File: src/rtl/ip_fuzz_responder.sv
// IP-side fuzz agent: takes trigger writes, streams fuzz vectors into the IP, reports fuzz-ack/anomaly upstream.
// Latency: slave access completes the cycle after s_req is sampled; the first vector is offered the cycle after the trigger.
// Backpressure: vectors hold while fuzz_ready is low; master writes hold until m_done.
module ip_fuzz_responder #(
    parameter int                    ADDR_WIDTH              = 32,
    parameter int                    DATA_WIDTH              = 32,
    parameter logic [ADDR_WIDTH-1:0] TRIG_ADDR               = 32'h3000_0000,
    parameter logic [ADDR_WIDTH-1:0] TRIGGER_ACK_ADDR        = 32'h3000_0004,
    parameter logic [DATA_WIDTH-1:0] TRIGGER_ACK_DATA        = 32'h5A5A_0001,
    parameter logic [ADDR_WIDTH-1:0] FUZZ_ACK_ADDR           = 32'h4000_0000,
    parameter logic [DATA_WIDTH-1:0] FUZZ_ACK_DATA           = 32'h63A9_1243,
    parameter logic [ADDR_WIDTH-1:0] ANOMALY_INDICATION_ADDR = 32'h4000_0004,
    parameter logic [DATA_WIDTH-1:0] ANOMALY_INDICATION_DATA = 32'hDEAD_0001,
    parameter logic [ADDR_WIDTH-1:0] ANOMALY_DATA_ADDR       = 32'h4000_0008,
    parameter int                    NUM_VECTORS             = 16,
    parameter logic [DATA_WIDTH-1:0] LFSR_SEED               = 32'h0000_0001
) (
    input  logic                  clk,
    input  logic                  rst_n,
    input  logic                  s_req,
    input  logic                  s_we,
    input  logic [ADDR_WIDTH-1:0] s_addr,
    input  logic [DATA_WIDTH-1:0] s_wdata,
    output logic [DATA_WIDTH-1:0] s_rdata,
    output logic                  s_done,
    output logic                  m_req,
    output logic                  m_we,
    output logic [ADDR_WIDTH-1:0] m_addr,
    output logic [DATA_WIDTH-1:0] m_wdata,
    input  logic                  m_done,
    output logic                  fuzz_valid,
    output logic [DATA_WIDTH-1:0] fuzz_data,
    input  logic                  fuzz_ready,
    input  logic                  ip_anomaly,
    output logic                  busy
);

    localparam int                    CW         = $clog2(NUM_VECTORS + 1);
    localparam logic [DATA_WIDTH-1:0] CMD_RANDOM = 32'hA000_0111;
    localparam logic [DATA_WIDTH-1:0] CMD_CORNER = 32'hA000_0222;
    localparam logic [DATA_WIDTH-1:0] LFSR_POLY  = 32'h8020_0003;

    typedef enum logic [2:0] {
        IDLE,
        FUZZ,
        SEND_FACK,
        SEND_AIND,
        SEND_ADATA
    } state_t;

    state_t                state, state_nxt;
    logic                  armed;
    logic                  mode_corner;
    logic [DATA_WIDTH-1:0] lfsr;
    logic [DATA_WIDTH-1:0] last_vec;
    logic [1:0]            corner_idx;
    logic [CW-1:0]         count;
    logic [DATA_WIDTH-1:0] cur_vec;
    logic                  s_acc;
    logic                  trig_hit;
    logic                  hs;
    logic                  m_fin;

    // A request seen in the done cycle is the same transfer still held; don't re-accept it.
    assign s_acc    = s_req && !s_done;
    assign trig_hit = s_acc && s_we && (s_addr == TRIG_ADDR) && (state == IDLE) &&
                      ((s_wdata == CMD_RANDOM) || (s_wdata == CMD_CORNER));
    assign hs       = fuzz_valid && fuzz_ready;
    assign m_fin    = m_req && m_done;

    always_comb begin
        cur_vec = lfsr;
        if (mode_corner) begin
            unique case (corner_idx)
                2'd0:    cur_vec = {DATA_WIDTH{1'b0}};
                2'd1:    cur_vec = {DATA_WIDTH{1'b1}};
                2'd2:    cur_vec = {1'b1, {(DATA_WIDTH-1){1'b0}}};
                default: cur_vec = {1'b0, {(DATA_WIDTH-1){1'b1}}};
            endcase
        end
    end

    always_ff @(posedge clk or negedge rst_n) begin
        if (!rst_n) begin
            state <= IDLE;
        end else begin
            state <= state_nxt;
        end
    end

    // Anomaly outranks count completion, even on the final handshake.
    always_comb begin
        state_nxt = state;
        unique case (state)
            IDLE:       if (trig_hit) state_nxt = FUZZ;
            FUZZ: begin
                if (ip_anomaly) begin
                    state_nxt = SEND_AIND;
                end else if (hs && (count == CW'(NUM_VECTORS - 1))) begin
                    state_nxt = SEND_FACK;
                end
            end
            SEND_FACK:  if (m_fin) state_nxt = IDLE;
            SEND_AIND:  if (m_fin) state_nxt = SEND_ADATA;
            SEND_ADATA: if (m_fin) state_nxt = IDLE;
            default:    state_nxt = IDLE;
        endcase
    end

    assign fuzz_valid = (state == FUZZ);
    assign fuzz_data  = fuzz_valid ? cur_vec : '0;
    assign busy       = (state != IDLE);
    assign m_we       = m_req;

    always_ff @(posedge clk or negedge rst_n) begin
        if (!rst_n) begin
            s_done  <= 1'b0;
            s_rdata <= '0;
        end else begin
            s_done  <= s_acc;
            s_rdata <= (s_acc && !s_we && (s_addr == TRIGGER_ACK_ADDR) && armed) ?
                       TRIGGER_ACK_DATA : '0;
        end
    end

    always_ff @(posedge clk or negedge rst_n) begin
        if (!rst_n) begin
            armed       <= 1'b0;
            mode_corner <= 1'b0;
            count       <= '0;
            last_vec    <= '0;
            lfsr        <= LFSR_SEED;
            corner_idx  <= 2'd0;
        end else begin
            if (trig_hit) begin
                armed       <= 1'b1;
                mode_corner <= (s_wdata == CMD_CORNER);
                count       <= '0;
                last_vec    <= '0;
            end else if (state != IDLE && state_nxt == IDLE) begin
                armed <= 1'b0;
            end
            if (hs) begin
                last_vec <= cur_vec;
                count    <= count + CW'(1);
                if (mode_corner) begin
                    corner_idx <= corner_idx + 2'd1;
                end else begin
                    lfsr <= (lfsr >> 1) ^ (lfsr[0] ? LFSR_POLY : '0);
                end
            end
        end
    end

    // Dropping m_req on completion and re-arming from state_nxt leaves a one-cycle gap between chained sends.
    always_ff @(posedge clk or negedge rst_n) begin
        if (!rst_n) begin
            m_req   <= 1'b0;
            m_addr  <= '0;
            m_wdata <= '0;
        end else if (m_fin) begin
            m_req   <= 1'b0;
            m_addr  <= '0;
            m_wdata <= '0;
        end else if (!m_req) begin
            unique case (state_nxt)
                SEND_FACK: begin
                    m_req   <= 1'b1;
                    m_addr  <= FUZZ_ACK_ADDR;
                    m_wdata <= FUZZ_ACK_DATA;
                end
                SEND_AIND: begin
                    m_req   <= 1'b1;
                    m_addr  <= ANOMALY_INDICATION_ADDR;
                    m_wdata <= ANOMALY_INDICATION_DATA;
                end
                SEND_ADATA: begin
                    m_req   <= 1'b1;
                    m_addr  <= ANOMALY_DATA_ADDR;
                    m_wdata <= last_vec;
                end
                default: begin
                    m_req   <= 1'b0;
                    m_addr  <= '0;
                    m_wdata <= '0;
                end
            endcase
        end
    end

endmodule
File: config.mk
export PLATFORM = sky130hd
export DESIGN_NAME = ip_fuzz_responder
export DESIGN_NICKNAME = d
export VERILOG_FILES = /design/src/rtl/ip_fuzz_responder.sv
export SDC_FILE = /design/constraint.sdc
export NUM_CORES = 1
export LEC_CHECK = 0
export BUFFER_PORTS_ARGS = -buffer_cell sky130_fd_sc_hd__buf_2
export CORE_ASPECT_RATIO = 1.2
export CORE_UTILIZATION = 53
export DETAILED_ROUTE_END_ITERATION = 8
export MAX_ROUTING_LAYER = met4
export PLACE_DENSITY = 0.95
export SLEW_MARGIN = 40
export SYNTH_ARGS = -nofsm -noshare
export SYNTH_HDL_FRONTEND = slang
export SYNTH_SLANG_ARGS = --single-unit
File: constraint.sdc
create_clock -name clk -period 4 [get_ports clk]
set_clock_uncertainty 0.2 [all_clocks]
set_input_delay 0.2 -clock clk [delete_from_list [all_inputs] [get_ports clk]]
set_output_delay 0.2 -clock clk [all_outputs]
set_load 0.02 [all_outputs]
* Word level (Yosys, flattened, before mapping)
Cells that the tools add are included.
Storage, ports and cells: register bits 173, logic and storage cells 82, output and inout port bits 133
Operators by class: reductions and logical operators 25, mux-type cells 26, add/sub/neg operators 2, equal/unequal tests 15, bitwise logic cells 2
Operators with widths (count):
- 2-to-1 mux 32 bit | 9
- one-hot mux 32 bit (3 select lines) | 2
- one-hot mux 31 bit (3 select lines) | 1
- equality test 32 x 30 -> 1 bit, second input constant | 2
- equality test 32 bit, second input constant | 2
- XOR 31 x 32 -> 32 bit | 1
- 2-to-1 mux 31 bit | 1
- 2-to-1 mux 3 bit | 5
- equality test 3 x 2 -> 1 bit, second input constant | 4
- logical AND 1 bit | 12
- one-hot mux 3 bit (4 select lines) | 1
- 2-to-1 mux 5 bit | 2
- equality test 3 bit, second input constant | 2
- logical NOT 3 bit | 2
- adder 5 x 1 -> 5 bit, second input constant | 1
- equality test 5 x 4 -> 1 bit, second input constant | 1
- 2-to-1 mux 1 bit | 5
- AND reduction 2 bit | 2
- nonzero test 2 bit | 2
- equality test 3 x 1 -> 1 bit, second input constant | 1
- nonzero test 3 bit | 1
- OR reduction 3 bit | 1
- adder 2 x 1 -> 2 bit, second input constant | 1
- equality test 2 x 1 -> 1 bit, second input constant | 1
- 7 further kinds | 8

* Depth between registers and ports, before layout
Gate-level depths: netlist of the first run.
depth after elaboration 13, gate-level depth with buffers 8

* Worst setup path before layout of the first run
OpenSTA, ideal clock, no wires.
kind register to register, start point register state[1], end point register lfsr[10], cell stages (with the launch flop) 7, library setup time 125 ps, arrival 2441 ps, clock period less this slack 2766 ps, setup slack 1234 ps, buffers on the path 2, data required time 3675 ps, path through dfrtp_1 > buf_2 > nor3b_1 > nand2_1 > nor2_1 > buf_2 > mux2_2
On the way: longest elaborated chain between the ends 3
RTL lines:
- from (decl) | line 51 | state_t state, state_nxt;
- from (signal assigned) | line 87 | state <= state_nxt;
- equality test 3 x 1 -> 1 bit | line 110 | assign fuzz_valid = (state == FUZZ);
- via fuzz_valid | line 31 | output logic fuzz_valid,
- logical AND 1 bit | line 68 | assign hs = fuzz_valid && fuzz_ready;
- AND reduction 2 bit (no line)
- to (signal assigned) | line 149 | lfsr <= (lfsr >> 1) ^ (lfsr[0] ? LFSR_POLY : '0);
- to (decl) | line 54 | logic [DATA_WIDTH-1:0] lfsr;
The timed path passes the listed nets, and every way through them passes these cells. A chain may end at the register's enable or synchronous reset.

* Worst setup path in the final report of the first run
start point register state[2], end point output port fuzz_data[7]
On the way: longest elaborated chain between the ends 2
RTL lines:
- equality test 3 x 1 -> 1 bit | line 110
- 2-to-1 mux 32 bit | line 111 | assign fuzz_data = fuzz_valid ? cur_vec : '0;
- to (decl) | line 32 | output logic [DATA_WIDTH-1:0] fuzz_data,
No other way between the ends.

==> flow_summary.html, run 1 <==
<table>
<tr><th>Metric</th><th>Value</th></tr>
<tr><th colspan="2">Status</th></tr>
<tr><td>Result of the run</td><td>completed</td></tr>
<tr><th colspan="2">Synthesis</th></tr>
<tr><td>Share of synthesized registers carrying an async set or reset</td><td>100%</td></tr>
<tr><td>Most common flop cell mapped by yosys</td><td>dfrtp_1</td></tr>
<tr><td>Number of flops mapped to enable cells by yosys</td><td>0</td></tr>
<tr><td>Cell count after synthesis</td><td>482</td></tr>
<tr><td>#FFs+latches synth</td><td>114</td></tr>
<tr><td>Sequential-to-total area share from yosys stat</td><td>53.7%</td></tr>
<tr><td>Count of warnings emitted by yosys</td><td>0</td></tr>
<tr><td>Netlist area before placement</td><td>0.00531 sq mm</td></tr>
<tr><td>Mean post-synth cell area</td><td>about 11 sq um</td></tr>
<tr><td>Yosys cell types</td><td>46</td></tr>
<tr><th colspan="2">Worst setup path</th></tr>
<tr><td>Largest fanout on the critical path</td><td>31</td></tr>
<tr><td>Arrival time reported for the critical path endpoint</td><td>~2.6 ns</td></tr>
<tr><td>Number of cells traversed by the worst register-to-register path</td><td>6</td></tr>
<tr><td>Endpoint required time on the critical path</td><td>3.60 ns</td></tr>
<tr><td>Critical path class</td><td>reg2out</td></tr>
<tr><td>Type of element capturing the critical path</td><td>output port</td></tr>
<tr><td>Type of element launching the critical path</td><td>flip-flop</td></tr>
<tr><th colspan="2">Timing</th></tr>
<tr><td>Hold_ws</td><td>approximately 0.016 ns</td></tr>
<tr><td>Post-Route Setup TNS</td><td>0 ns</td></tr>
<tr><td>Final hold violations</td><td>0</td></tr>
<tr><td>Count of endpoints failing setup in the final report</td><td>0</td></tr>
<tr><td>Highest Clock Rate</td><td>between 300 and 400 MHz</td></tr>
<tr><td>Setup repair after global routing missed its margin</td><td>false</td></tr>
<tr><td>Crit share post-route</td><td>75.1%</td></tr>
<tr><td>Worst-Margin Slew</td><td>~0.7 ns</td></tr>
<tr><td>Final critical-path required period</td><td>roughly 3.0 ns</td></tr>
<tr><td>Headroom to the max-slew limit</td><td>51.9%</td></tr>
<tr><td>Number of max-slew violations in the final report</td><td>0</td></tr>
<tr><td>Final setup margin</td><td>between 0.9 and 1 ns</td></tr>
<tr><th colspan="2">Global routing</th></tr>
<tr><td>Number of antenna violations at the first check in global routing</td><td>0</td></tr>
<tr><td>First-pass GRT wire length</td><td>23900 um</td></tr>
<tr><td>Total track usage</td><td>32.0%</td></tr>
<tr><td>Final global-route overflow total</td><td>0</td></tr>
<tr><td>Vias in the first global route</td><td>4271</td></tr>
<tr><td>Largest net degree at the start of global routing</td><td>73</td></tr>
<tr><th colspan="2">CTS</th></tr>
<tr><td>H-tree depth</td><td>4</td></tr>
<tr><td>Number of buffers created by CTS</td><td>17</td></tr>
<tr><td>Clock latency reported for the late side of the worst-skew pair</td><td>slightly above 0.4 ns</td></tr>
<tr><td>Clock Tree Buf Depth</td><td>2</td></tr>
<tr><td>Clk slew on worst S/H paths</td><td>around 0.05 ns</td></tr>
<tr><td>TritonCTS clock tree</td><td>built</td></tr>
<tr><td>Clock Sinks</td><td>between 100 and 150</td></tr>
<tr><td>Cell chosen for the clock root</td><td>clkbuf_16</td></tr>
<tr><td>Count of buffers added by post-CTS timing repair for setup</td><td>0</td></tr>
<tr><th colspan="2">Route</th></tr>
<tr><td>First-pass iteration count of the detailed router</td><td>5</td></tr>
<tr><td>Sum of routed wire length over all layers</td><td>about 15000 um</td></tr>
<tr><td>Wire per inst</td><td>roughly 20 um</td></tr>
<tr><td>Remaining design rule violation count</td><td>0</td></tr>
<tr><td>Initial DRC count</td><td>approximately 410</td></tr>
<tr><td>Vias</td><td>approximately 4.4k</td></tr>
<tr><td>Count of antenna-violating nets left after detailed routing</td><td>0</td></tr>
<tr><td>Avg Vias per Cell</td><td>5.75</td></tr>
<tr><th colspan="2">Finish</th></tr>
<tr><td>Fill cell count</td><td>slightly below 700</td></tr>
<tr><td>Post-synthesis to final-layout area growth</td><td>22.6%</td></tr>
<tr><td>Post-layout net count</td><td>a little over 700</td></tr>
<tr><td>Antenna Cells</td><td>0</td></tr>
<tr><td>Share of cells above drive strength 1</td><td>35.4%</td></tr>
<tr><td>Most used cells in the layout excluding fill and tap cells</td><td>buf_2 (150), dfrtp_1 (113), nor2_1 (75)</td></tr>
<tr><td>Most common library cell in the layout ignoring fill and taps</td><td>buf_2</td></tr>
<tr><td>Cell area after layout</td><td>roughly 0.0065 sq mm</td></tr>
<tr><td>Layout Utilization</td><td>67.7%</td></tr>
<tr><td>Final non-filler cell total</td><td>764</td></tr>
<tr><th colspan="2">Floorplan</th></tr>
<tr><td>DIE AREA</td><td>approximately 0.010 sq mm</td></tr>
<tr><td>Count of pins on the block boundary</td><td>~200</td></tr>
<tr><td>Starting Density</td><td>between 50 and 60%</td></tr>
<tr><td>Die outline width</td><td>roughly 93 um</td></tr>
<tr><td>Core box area</td><td>between 0.009 and 0.01 sq mm</td></tr>
<tr><td>Die span in y</td><td>112 um</td></tr>
<tr><td>Row count</td><td>39</td></tr>
<tr><th colspan="2">Placement</th></tr>
<tr><td>Worst slack, placed</td><td>around 1.1 ns</td></tr>
<tr><td>Placed wire-length estimate after detailed placement</td><td>10500 um</td></tr>
<tr><td>DP Cell Count</td><td>about 730</td></tr>
<tr><td>Cell area reported after detailed placement</td><td>between 0.005 and 0.006 sq mm</td></tr>
<tr><td>Quantity of I/O buffers inserted on ports</td><td>151</td></tr>
<tr><td>RePlAce Congestion</td><td>between 1 and 1.5</td></tr>
<tr><th colspan="2">Power and ir drop</th></tr>
<tr><td>Final Total Pwr</td><td>~2.7 mW</td></tr>
<tr><td>Leakage</td><td>3.40 nW</td></tr>
<tr><td>Pwr/cell area</td><td>approximately 410 mW/mm^2</td></tr>
<tr><td>IR drop worst, VDD</td><td>about 310 uV</td></tr>
<tr><th colspan="2">Worst hold path</th></tr>
<tr><td>Worst hold stages</td><td>5</td></tr>
<tr><td>Min-Delay Path Class</td><td>in2reg</td></tr>
<tr><th colspan="2">Flow run</th></tr>
<tr><td>Max_cap viols</td><td>0</td></tr>
</table>
## cells in the mapped netlist, drive strengths merged, types with 5 or more instances
master	count	share of area, %
a221o	11	2.1
o2bb2ai	31	5.1
o21ai	6	0.57
nor3	7	0.66
nor4	8	0.94
buf	69	9.8
dfrtp	113	53
mux2	30	6.4
a22oi	5	0.71
nor2	77	5.4
clkbuf	17	1.2
nand2	31	2.2
a22o	14	2.3
## sequential cells by signal, summed over array words and instances, names as in the netlist
| register | count |
|---|---|
| last_vec | 32 |
| lfsr | 32 |
| m_wdata | 32 |
| count | 5 |
| m_addr | 3 |
| state | 3 |
| corner_idx | 2 |
| armed | 1 |
| m_req | 1 |
| mode_corner | 1 |
| s_done | 1 |
| s_rdata | 1 |
## critical path: stages (launching register included)
cell	delay, ns
dfrtp_1	0.45
nor3b_1	0.64
nand2_2	0.58
nor2_1	0.31
buf_2	0.20
## cells by family after synthesis
group | after synthesis | share of synthesized area, %
xor+xnor | 4 | 0.660
flops | 114 | 53.7
simple gates | 155 | 13.7
compound gates | 82 | 12.8
fa+ha+maj | 4 | 0.942
mux | 32 | 6.74
buf+inv | 90 | 11.3
other cells | 1 | 0.0706
## per-layer routing
| layer | up-vias | routed length, um | GRT usage (%) |
|---|---|---|---|
| met4 | 0 | 309 | 8.82 |
| met1 | 2207 | 6400 | 42.8 |
| met2 | 265 | 7640 | 49.1 |
| met5 | - | 0 | - |
| li1 | 1888 | - | - |
| met3 | 31 | 1100 | 7.65 |
## path summary, 6_finish.rpt
check                       startpoint      endpoint  slack [ns]
max                           state[2]  fuzz_data[7]        0.99
min                        s_wdata[21]   mode_corner        0.02
max reg2reg                   state[2]   last_vec[1]        1.08
min reg2reg                     s_done        s_done        0.26
max in group asynchronous        rst_n       lfsr[0]        2.63
min in group asynchronous        rst_n  last_vec[13]        0.17
## final cells by class
type                            instances  area, sq um  area share, %
Clock inverter                         11          106           1.63
Sequential cell                       114         2850           43.8
Tap cell                              123          154           2.36
Clock buffer                           20          457           7.01
Inverter                                4         15.0          0.231
Multi-Input combinational cell        329         2060           31.7
Timing Repair Buffer                  163          862           13.2
## where the power goes
| group | total (mW) | internal, mW | leakage, nW | switching, mW |
|---|---|---|---|---|
| clock network | 1.42 | 0.884 | 0.257 | 0.538 |
| registers | 1.16 | 1.15 | 1.58 | 0.000402 |
| logic | 0.118 | 0.0325 | 1.56 | 0.0856 |
| total | 2.70 | 2.07 | 3.40 | 0.624 |
## timing repair
| action | in CTS | in global routing |
|---|---|---|
| endpoints found under the hold margin | 72 | 0 |
| gates resized for setup | 0 | 0 |
| hold buffers | 4 | 0 |
(Power assumes the default switching activity.)
==> run 2, diff against run 1 <==
- ABC_AREA: default -> 1
- CORE_UTILIZATION: 53 -> 50
- PLACE_DENSITY: 0.95 -> 0.91
- clock period: 4 -> 2.9 ns (I/O delays scaled with it)
==> flow_summary.html, run 2 <==
<table>
<tr><th>Metric</th><th>Value</th></tr>
<tr><th colspan="2">Status</th></tr>
<tr><td>Result of the run</td><td>complete, but fails checks</td></tr>
<tr><td>Violations in the final reports</td><td>DRC</td></tr>
<tr><th colspan="2">Synthesis</th></tr>
<tr><td>Netlist area before placement</td><td>0.00556 sq mm (+4.7%)</td></tr>
<tr><td>Proportion of netlist area held by the largest area contributor</td><td>50.9% (-2.4 points)</td></tr>
<tr><td>Share of synthesized registers carrying an async set or reset</td><td>100% (unchanged)</td></tr>
<tr><td>#FFs+latches synth</td><td>114 (unchanged)</td></tr>
<tr><td>Cell count after synthesis</td><td>665 (+38%)</td></tr>
<tr><td>Mean post-synth cell area</td><td>8.36 sq um (-24%)</td></tr>
<tr><td>Sequential-to-total area share from yosys stat</td><td>51.3% (-2.4 points)</td></tr>
<tr><td>Number of flops mapped to enable cells by yosys</td><td>0 (unchanged)</td></tr>
<tr><td>Dominant cells by area after synthesis</td><td>dfrtp_1 (51%), nand2_1 (11%), buf_4 (8.2%)</td></tr>
<tr><td>Yosys cell types</td><td>31 (-33%)</td></tr>
<tr><td>Most common cell in the synthesized netlist</td><td>nand2_1</td></tr>
<tr><td>Count of warnings emitted by yosys</td><td>0 (unchanged)</td></tr>
<tr><td>Most common flop cell mapped by yosys</td><td>dfrtp_1</td></tr>
<tr><td>Yosys top cell by area</td><td>dfrtp_1</td></tr>
<tr><td>Synth cell count leaders</td><td>nand2_1 (166), dfrtp_1 (113), nor2_1 (81)</td></tr>
<tr><th colspan="2">Route</th></tr>
<tr><td>Wire per inst</td><td>15.9 um (-22%)</td></tr>
<tr><td>Vias</td><td>5144 (+17%)</td></tr>
<tr><td>First-pass iteration count of the detailed router</td><td>7 (+2)</td></tr>
<tr><td>Count of antenna-violating nets left after detailed routing</td><td>0 (unchanged)</td></tr>
<tr><td>Initial DRC count</td><td>670 (+65%)</td></tr>
<tr><td>Avg Vias per Cell</td><td>5.38 (-6.4%)</td></tr>
<tr><td>Sum of routed wire length over all layers</td><td>15200 um (-1.9%)</td></tr>
<tr><td>Remaining design rule violation count</td><td>12 (+12)</td></tr>
<tr><th colspan="2">CTS</th></tr>
<tr><td>Clock Sinks</td><td>114 (unchanged)</td></tr>
<tr><td>Clock latency reported for the late side of the worst-skew pair</td><td>0.42 ns (about the same)</td></tr>
<tr><td>Clk slew on worst S/H paths</td><td>0.05 ns (about the same)</td></tr>
<tr><td>Clock Tree Buf Depth</td><td>2 (unchanged)</td></tr>
<tr><td>Cell chosen for the clock root</td><td>clkbuf_16</td></tr>
<tr><td>TritonCTS clock tree</td><td>built</td></tr>
<tr><td>H-tree depth</td><td>4 (unchanged)</td></tr>
<tr><td>Number of buffers created by CTS</td><td>17 (unchanged)</td></tr>
<tr><th colspan="2">Timing</th></tr>
<tr><td>Final hold violations</td><td>0 (unchanged)</td></tr>
<tr><td>Headroom to the max-slew limit</td><td>56.8% (+4.9 points)</td></tr>
<tr><td>Setup repair after global routing missed its margin</td><td>false</td></tr>
<tr><td>Count of endpoints failing setup in the final report</td><td>0 (unchanged)</td></tr>
<tr><td>Worst-Margin Slew</td><td>0.648 ns (-0.0716 ns)</td></tr>
<tr><td>Number of max-slew violations in the final report</td><td>0 (unchanged)</td></tr>
<tr><td>Final critical-path required period</td><td>2.77 ns</td></tr>
<tr><td>Highest Clock Rate</td><td>roughly 360 MHz</td></tr>
<tr><td>Post-Route Setup TNS</td><td>0 ns (unchanged)</td></tr>
<tr><td>Crit share post-route</td><td>95.4%</td></tr>
<tr><th colspan="2">Worst setup path</th></tr>
<tr><td>Endpoint required time on the critical path</td><td>3.05 ns (-0.55 ns)</td></tr>
<tr><td>Largest fanout on the critical path</td><td>2 (-94%)</td></tr>
<tr><td>Type of element capturing the critical path</td><td>flip-flop</td></tr>
<tr><td>Type of element launching the critical path</td><td>flip-flop</td></tr>
<tr><td>Critical path class</td><td>reg2reg</td></tr>
<tr><td>Arrival time reported for the critical path endpoint</td><td>2.92 ns (+0.31 ns)</td></tr>
<tr><th colspan="2">Floorplan</th></tr>
<tr><td>Die outline width</td><td>98.3 um (+5.2%)</td></tr>
<tr><td>Row count</td><td>41 (+5.1%)</td></tr>
<tr><td>Count of pins on the block boundary</td><td>204 (unchanged)</td></tr>
<tr><td>Core box area</td><td>0.0107 sq mm (+11%)</td></tr>
<tr><td>DIE AREA</td><td>0.0115 sq mm (+11%)</td></tr>
<tr><td>Starting Density</td><td>52.1% (-3.2 points)</td></tr>
<tr><td>Die span in y</td><td>118 um (+5.2%)</td></tr>
<tr><th colspan="2">Finish</th></tr>
<tr><td>Top flop regs</td><td>last_vec: 32 flops, lfsr: 32 flops, m_wdata: 32 flops</td></tr>
<tr><td>Most common library cell in the layout ignoring fill and taps</td><td>nand2_1</td></tr>
<tr><td>Antenna Cells</td><td>0 (unchanged)</td></tr>
<tr><td>Post-layout net count</td><td>889 (+26%)</td></tr>
<tr><td>Fill cell count</td><td>829 (+22%)</td></tr>
<tr><td>Total area of multi-input combinational cells</td><td>0.00210 sq mm (+1.9%)</td></tr>
<tr><td>Post-synthesis to final-layout area growth</td><td>22.9%</td></tr>
<tr><td>Share of cells above drive strength 1</td><td>25.4% (-10 points)</td></tr>
<tr><td>Register cell area after layout</td><td>0.00285 sq mm (unchanged)</td></tr>
<tr><td>Most used cells in the layout excluding fill and tap cells</td><td>nand2_1 (165), buf_2 (150), dfrtp_1 (113)</td></tr>
<tr><th colspan="2">Worst hold path</th></tr>
<tr><td>Min-Delay Path Class</td><td>in2reg</td></tr>
<tr><th colspan="2">Global routing</th></tr>
<tr><td>Vias in the first global route</td><td>4864 (+14%)</td></tr>
<tr><td>Largest net degree at the start of global routing</td><td>52 (-29%)</td></tr>
<tr><td>Number of antenna violations at the first check in global routing</td><td>0 (unchanged)</td></tr>
<tr><td>Final global-route overflow total</td><td>0 (unchanged)</td></tr>
<tr><td>First-pass GRT wire length</td><td>24500 um (+2.6%)</td></tr>
<tr><td>Total track usage</td><td>28.3% (-3.7 points)</td></tr>
<tr><th colspan="2">Power and ir drop</th></tr>
<tr><td>Leakage</td><td>3.72 nW (+9.4%)</td></tr>
<tr><td>Proportion of power drawn by the clock network</td><td>37.5% (-15 points)</td></tr>
<tr><td>Fraction of power spent switching nets</td><td>32.9% (+9.8 points)</td></tr>
<tr><td>Switching power</td><td>1.88 mW (+200%)</td></tr>
<tr><td>Pwr/cell area</td><td>835 mW/mm^2 (+100%)</td></tr>
<tr><td>Internal power</td><td>3.82 mW (+85%)</td></tr>
<tr><td>Power share of the sequential group</td><td>39.4% (-3.5 points)</td></tr>
<tr><td>Final Total Pwr</td><td>5.70 mW (+110%)</td></tr>
<tr><td>IR drop worst, VDD</td><td>529 uV (+73%)</td></tr>
<tr><td>Fraction of power consumed by combinational cells</td><td>23.1% (+19 points)</td></tr>
<tr><th colspan="2">Placement</th></tr>
<tr><td>RePlAce Congestion</td><td>0.900 (-11%)</td></tr>
<tr><td>Placed wire-length estimate after detailed placement</td><td>10100 um (-3.9%)</td></tr>
<tr><td>Quantity of I/O buffers inserted on ports</td><td>151 (unchanged)</td></tr>
<tr><th colspan="2">Flow run</th></tr>
<tr><td>Max_cap viols</td><td>0 (unchanged)</td></tr>
</table>
-- run 2: cell families after synthesis --
logic type | after synthesis | share of synthesized area, %
flops | 114 | 51.3
xor+xnor | 4 | 0.630
other cells | 1 | 0.0675
simple gates | 297 | 22.2
compound gates | 110 | 10.5
fa+ha+maj | 4 | 0.900
buf+inv | 135 | 14.4
-- run 2: final timing paths --
path / start / to / slack (ns) / cells after the start
worst max-delay path: armed / s_rdata[28] / 0.13 / 7
worst min-delay path: fuzz_ready / state[1] / 0.04 / 5
worst max register to register: armed / s_rdata[28] / 0.13 / 7
worst min register to register: s_done / s_done / 0.23 / 1
max in group asynchronous: rst_n / lfsr[27] / 1.51 / 3
min in group asynchronous: rst_n / last_vec[1] / 0.09 / 2
-- run 2: metrics by stage --
| step | cells | setup WS, ns | util (%) | hold WS, ns | area, sq um |
|---|---|---|---|---|---|
| floorplan | 716 | 1.13 | - | -0.351 | 5750 |
| global placement | 912 | 0.679 | 57.1 | 0.00500 | 6090 |
| detailed placement | 912 | 0.621 | 57.1 | 0.0101 | 6090 |
| CTS | 956 | 0.112 | 64.0 | 0.0255 | 6820 |
| global route | 956 | 0.0472 | 64.0 | 0.0570 | 6830 |
| finish | 956 | 0.134 | 64.0 | 0.0374 | 6830 |
-- run 2: area by class of cell --
type / instances / share of cell area, %
Clock buffer: 21 / 7.03
Clock inverter: 11 / 1.94
Multi-Input combinational cell: 467 / 30.8
Timing Repair Buffer: 170 / 13.6
Inverter: 44 / 2.45
Tap cell: 129 / 2.36
Sequential cell: 114 / 41.8
-- run 2: power groups by stage --
stage	sequential (mW)	clock (mW)	combinational, mW
2_1_floorplan	2.30	0	0.801
3_3_place_gp	2.23	0	1.22
3_5_place_dp	2.24	0	1.26
4_1_cts	2.23	2.15	1.30
5_1_grt	2.28	2.22	1.46
6_report	2.25	2.14	1.32
-- run 2: timing repair --
item                                    in CTS  in global routing
hold buffers                                12                  0
endpoints found under the setup margin       0                  1
setup buffers                                0                  0
resized for setup                            0                  1
hold endpoints to repair                    55                  0
-- run 2: per-layer routing --
layer / part of all wire (%) / global-route usage, % / wire (um) / vias to the layer above
li1: - / - / - / 2317
met1: 40 / 37.0 / 6000 / 2423
met2: 47 / 41.1 / 7110 / 355
met3: 10 / 7.84 / 1570 / 49
met4: 3.2 / 12.9 / 478 / 0
met5: 0 / - / 0 / -
-- run 2: critical path: stages, from the launching register on --
cell and delay, ns:
dfrtp_1 0.40, nand2_1 0.08, nor3_2 0.13, dlygate4sd3_1 0.61, nand3_1 0.08, dlygate4sd3_1 0.56
nor2_1 0.09, dlygate4sd3_1 0.54
